**src/rtl/div_issue.sv**
```systemverilog
// div_issue: issues one tagged divide request at a time to the integer divider and
// holds the result for writeback. Optional macro DIV_ZERO_BYPASS_EN answers x/0 locally.
`default_nettype none

module div_issue #(
  parameter int BW   = 32,
  parameter int REGW = 5
) (
  input  logic            i_clk,
  input  logic            i_reset,
  input  logic            i_clear,
  // upstream request
  input  logic            i_stb,
  output logic            o_ready,
  input  logic            i_signed,
  input  logic [BW-1:0]   i_numerator,
  input  logic [BW-1:0]   i_denominator,
  input  logic [REGW-1:0] i_dreg,
  // divider side
  output logic            o_div_wr,
  output logic            o_div_signed,
  output logic [BW-1:0]   o_div_num,
  output logic [BW-1:0]   o_div_den,
  input  logic            i_div_busy,
  input  logic            i_div_valid,
  input  logic            i_div_err,
  input  logic [BW-1:0]   i_div_quotient,
  input  logic [3:0]      i_div_flags,
  // writeback side
  output logic            o_valid,
  input  logic            i_ready,
  output logic            o_err,
  output logic [BW-1:0]   o_result,
  output logic [3:0]      o_flags,
  output logic [REGW-1:0] o_dreg,
  output logic            o_busy
);

  typedef enum logic [2:0] {
    S_IDLE  = 3'd0,
    S_ISSUE = 3'd1,
    S_WAIT  = 3'd2,
    S_DRAIN = 3'd3,
    S_DONE  = 3'd4
  } state_t;

  state_t state, state_nxt;
  logic   accept;
  logic   capture;
  logic   zero_den;

  // Ownership is fully tracked by the state machine, so divider busy is not consulted.
  logic unused_busy;
  assign unused_busy = i_div_busy;

`ifdef DIV_ZERO_BYPASS_EN
  assign zero_den = (i_denominator == '0);
`else
  assign zero_den = 1'b0;
`endif

  always_comb begin
    state_nxt = state;
    o_ready   = 1'b0;
    capture   = 1'b0;
    case (state)
      S_IDLE:  o_ready = !i_reset && !i_clear;
      S_DONE:  o_ready = !i_reset && i_ready && !i_clear;
      default: o_ready = 1'b0;
    endcase
    accept = i_stb && o_ready;

    case (state)
      S_IDLE: begin
        if (accept)
          state_nxt = zero_den ? S_DONE : S_ISSUE;
      end
      S_ISSUE: begin
        state_nxt = i_clear ? S_DRAIN : S_WAIT;
      end
      S_WAIT: begin
        if (i_div_valid) begin
          if (i_clear) begin
            state_nxt = S_IDLE;
          end else begin
            capture   = 1'b1;
            state_nxt = S_DONE;
          end
        end else if (i_clear) begin
          state_nxt = S_DRAIN;
        end
      end
      S_DRAIN: begin
        if (i_div_valid)
          state_nxt = S_IDLE;
      end
      S_DONE: begin
        // Clear wins over writeback; accept-on-drain keeps back-to-back throughput.
        if (i_clear)
          state_nxt = S_IDLE;
        else if (accept)
          state_nxt = zero_den ? S_DONE : S_ISSUE;
        else if (i_ready)
          state_nxt = S_IDLE;
      end
      default: state_nxt = S_IDLE;
    endcase
  end

  always_ff @(posedge i_clk) begin
    if (i_reset)
      state <= S_IDLE;
    else
      state <= state_nxt;
  end

  always_ff @(posedge i_clk) begin
    if (i_reset) begin
      o_div_signed <= 1'b0;
      o_div_num    <= '0;
      o_div_den    <= '0;
      o_dreg       <= '0;
      o_result     <= '0;
      o_err        <= 1'b0;
      o_flags      <= '0;
    end else begin
      if (accept) begin
        o_div_signed <= i_signed;
        o_div_num    <= i_numerator;
        o_div_den    <= i_denominator;
        o_dreg       <= i_dreg;
        if (zero_den) begin
          o_result <= '0;
          o_err    <= 1'b1;
          o_flags  <= '0;
        end
      end
      if (capture) begin
        o_result <= i_div_quotient;
        o_err    <= i_div_err;
        o_flags  <= i_div_flags;
      end
    end
  end

  assign o_div_wr = (state == S_ISSUE);
  assign o_valid  = (state == S_DONE);
  assign o_busy   = (state != S_IDLE);

endmodule

`default_nettype wire

```
**config.mk**
```make
export PLATFORM = sky130hd
export DESIGN_NAME = div_issue
export DESIGN_NICKNAME = d
export VERILOG_FILES = /design/src/rtl/div_issue.sv
export SDC_FILE = /design/constraint.sdc
export NUM_CORES = 1
export LEC_CHECK = 0
export CORE_MARGIN = 2
export CORE_UTILIZATION = 45
export CTS_BUF_LIST = sky130_fd_sc_hd__clkbuf_8
export DETAILED_ROUTE_END_ITERATION = 6
export HOLD_SLACK_MARGIN = 0.06
export PLACE_DENSITY_LB_ADDON = 0.15
export SLEW_MARGIN = 20
export SYNTH_ARGS = -nofsm -noshare
export SYNTH_HDL_FRONTEND = slang
export SYNTH_SLANG_ARGS = --single-unit
```
**constraint.sdc**
```tcl
create_clock -name i_clk -period 4.62 [get_ports i_clk]
set_clock_uncertainty 0.05 [all_clocks]
set_input_delay 0.924 -clock i_clk [delete_from_list [all_inputs] [get_ports i_clk]]
set_output_delay 0.924 -clock i_clk [all_outputs]
set_load 0.03 [all_outputs]
```
==> impl_metrics.csv <==
group,metric,value,unit
clock_network,clock_latency,0.36,ns
synthesis,synth-xor-area-share,0,
sta,rsz0062_at_grt,"false",
finish,synthToLayoutAreaGrowth,52.8,%
sta,worst_pin_slew,1.03,ns
synthesis,synth_fa_ha_area_frac,0,
clock_network,clockRootBuffer,"clkbuf_8",
global_route,grt_pass1_wl,19300,um
clock_network,cts.clk_slew.worst_paths,0.09,ns
synthesis,synth_cell_types,30,
synthesis,synth-simple-area-share,0.165,
sta,hold_viol,0,
synthesis,syn_area_per_cell,11.0,sq um
setup_path,end_kind,"output pin",
setup_path,crit_fanout,6,
setup_path,crit_type,"in -> out",
global_route,overflow,0,
synthesis,ys_seq_elements,110,
synthesis,synth_warnings,0,
setup_path,startpoint_type,"primary input",
clock_network,cts_buffers,9,
drt,final_antenna_net_count,0,
clock_network,clock_sinks,110,
synthesis,syn_nets,537,
min_path,hold_path_class,"reg -> reg",
synthesis,netlist_instances,423,
drt,wl_per_cell,16.0,um
drt,drc,0,
floorplanning,die_area,11100,sq um
synthesis,synth_top_family_by_area,"multiplexers",
sta,min_period,3.83,ns
clock_network,cts_resized,0,
finish,finalInstanceArea,7080,sq um
sta,setup_tns,0,ns
floorplanning,rows,37,
outcome,status,"finished, final reports clean",
clock_network,cts_setup_buffers,0,
clock_network,clk_path_buf_depth,2,
sta,relSlewSlack,0.316,
flow_run,drv_cap,0,
finish,layout_common_cells,"clkdlybuf4s50_1 (222), dfxtp_1 (110), nor2b_1 (70), mux2_4 (69), a21oi_1 (38)",
finish,drive_gt1_frac,0.149,
synthesis,synth_seq_area_share,0.475,
clock_network,cts_htree_levels,3,
finish,antenna_cells,0,
finish,final_nets,738,
setup_path,cp.arrival,2.85,ns
sta,slew_viol_final,0,
floorplanning,boundaryPins,225,
placement,port_buffers,223,
placement,hpwl,8410,um
setup_path,crit_required,3.65,ns
synthesis,synth_compound_area_frac,0.0896,
synthesis,syn-cell-area,4640,sq um
placement,gp_congestion,0.787,
sta,fmax,261,MHz
pwr,ir_worst_vdd,0.140,mV
placement,dpl_cell_area,6860,sq um
global_route,grt_pass1_vias,3835,
floorplanning,initial_utilization,0.457,
floorplanning,die_w,105,um
sta,period_share,0.828,
global_route,antenna_found_initial,0,
synthesis,synthMuxAreaShare,0.223,
finish,layout_commonest_cell,"clkdlybuf4s50_1",
drt,dr_total_vias,3862,
pwr,total_power,2.08,mW
global_route,grt_usage,0.215,
finish,finalCoreUtilization,0.699,
clock_network,cts_tree,"yes",
drt,wl,12300,um
drt,viasPerCell,5.05,
drt,firstDrtPassIters,5,
floorplanning,die_h,105,um
floorplanning,coreArea,10100,sq um
pwr,cellLeakagePower,2.79,nW
pwr,power.density,293,nW/um^2
sta,setup_violations,0,
clock_network,holdBufCountCts,0,
drt,drtIter0Drc,159,
global_route,grt_start_max_net_pins,111,
[path summary, 6_finish.rpt]
kind	from	endpoint	slack, ns	cells after the start
setup / recovery	i_clear	o_ready	0.79	4
hold / removal	o_result[9]	o_result[9]	0.43	2
setup reg to reg	state[2]	o_div_den[14]	2.23	4
hold reg to reg	o_result[9]	o_result[9]	0.43	2
[through the flow]
step	setup WS [ns]	hold slack, ns	cells
finish	0.795	0.429	765
global route	0.738	0.449	765
CTS	0.794	0.431	765
detailed placement	0.801	0.417	749
global placement	0.826	0.410	749
floorplan	1.80	0.499	423
[metal layers]
metal | wire length [um] | share of wire | up-vias | global-route usage
met5 | 0 | 0 | - | 0
met4 | 300 | 0.024 | 0 | 0.0930
met3 | 972 | 0.079 | 21 | 0.0637
met2 | 5780 | 0.47 | 149 | 0.347
met1 | 5210 | 0.42 | 1844 | 0.266
li1 | - | - | 1848 | -
[layout make-up]
cell class,instances,area (sq um)
fillers,760,3060
repair buffers,227,2260
multi-input cells,275,2230
flip-flops and latches,110,2200
well taps,136,170
clock buffers,10,138
clock inverters,6,78.8
inverters,1,3.75
[state kept, by name, indices dropped and copies added (netlist names)]
register / cells
o_div_den: 32
o_div_num: 32
o_result: 32
o_dreg: 5
o_flags: 4
state: 3
o_div_signed: 1
o_err: 1
[cells in the mapped netlist]
| library cell | instances | area, sq um |
|---|---|---|
| a211oi_1 | 1 | 7.51 |
| nand3_4 | 1 | 17.5 |
| clkbuf_2 | 1 | 5.00 |
| or3b_1 | 1 | 8.76 |
| mux2_4 | 69 | 1040 |
| or2b_1 | 1 | 7.51 |
| dfxtp_1 | 110 | 2200 |
| nor2b_1 | 71 | 444 |
| nand3_1 | 37 | 185 |
| or3_2 | 1 | 7.51 |
| a21oi_1 | 38 | 190 |
| buf_2 | 10 | 50.1 |
| nor2_1 | 5 | 18.8 |
| and2_1 | 1 | 6.26 |
| a21o_1 | 1 | 7.51 |
| nand3b_1 | 1 | 7.51 |
| o21ai_1 | 7 | 35.0 |
| o21ai_0 | 30 | 150 |
| nand4_1 | 1 | 6.26 |
| o31ai_1 | 1 | 7.51 |
| clkbuf_1 | 15 | 56.3 |
| a2111oi_0 | 1 | 8.76 |
| nor3b_1 | 2 | 15.0 |
| nor4_4 | 1 | 21.3 |
| nand2b_1 | 2 | 12.5 |
| buf_6 | 8 | 90.1 |
| inv_1 | 1 | 3.75 |
| or4_1 | 1 | 7.51 |
| a32oi_1 | 1 | 8.76 |
| buf_1 | 3 | 11.3 |
[critical path, cell delays in order]
cell and delay [ns]:
clkdlybuf4s50_1 0.55, or4_1 0.56, nor2_1 0.12, clkdlybuf4s50_1 0.70
[kinds of logic after synthesis]
kind of cell	after synthesis
compound gates	80
simple gates	126
mux	69
flops	110
buf+inv	38
[power by group]
group / internal [mW] / total, mW / switching [mW]
logic: 0.237 / 0.432 / 0.195
clock network: 0.315 / 0.633 / 0.318
registers: 0.991 / 1.01 / 0.0222
total: 1.54 / 2.08 / 0.535
Power figures use the tool's default switching activity.
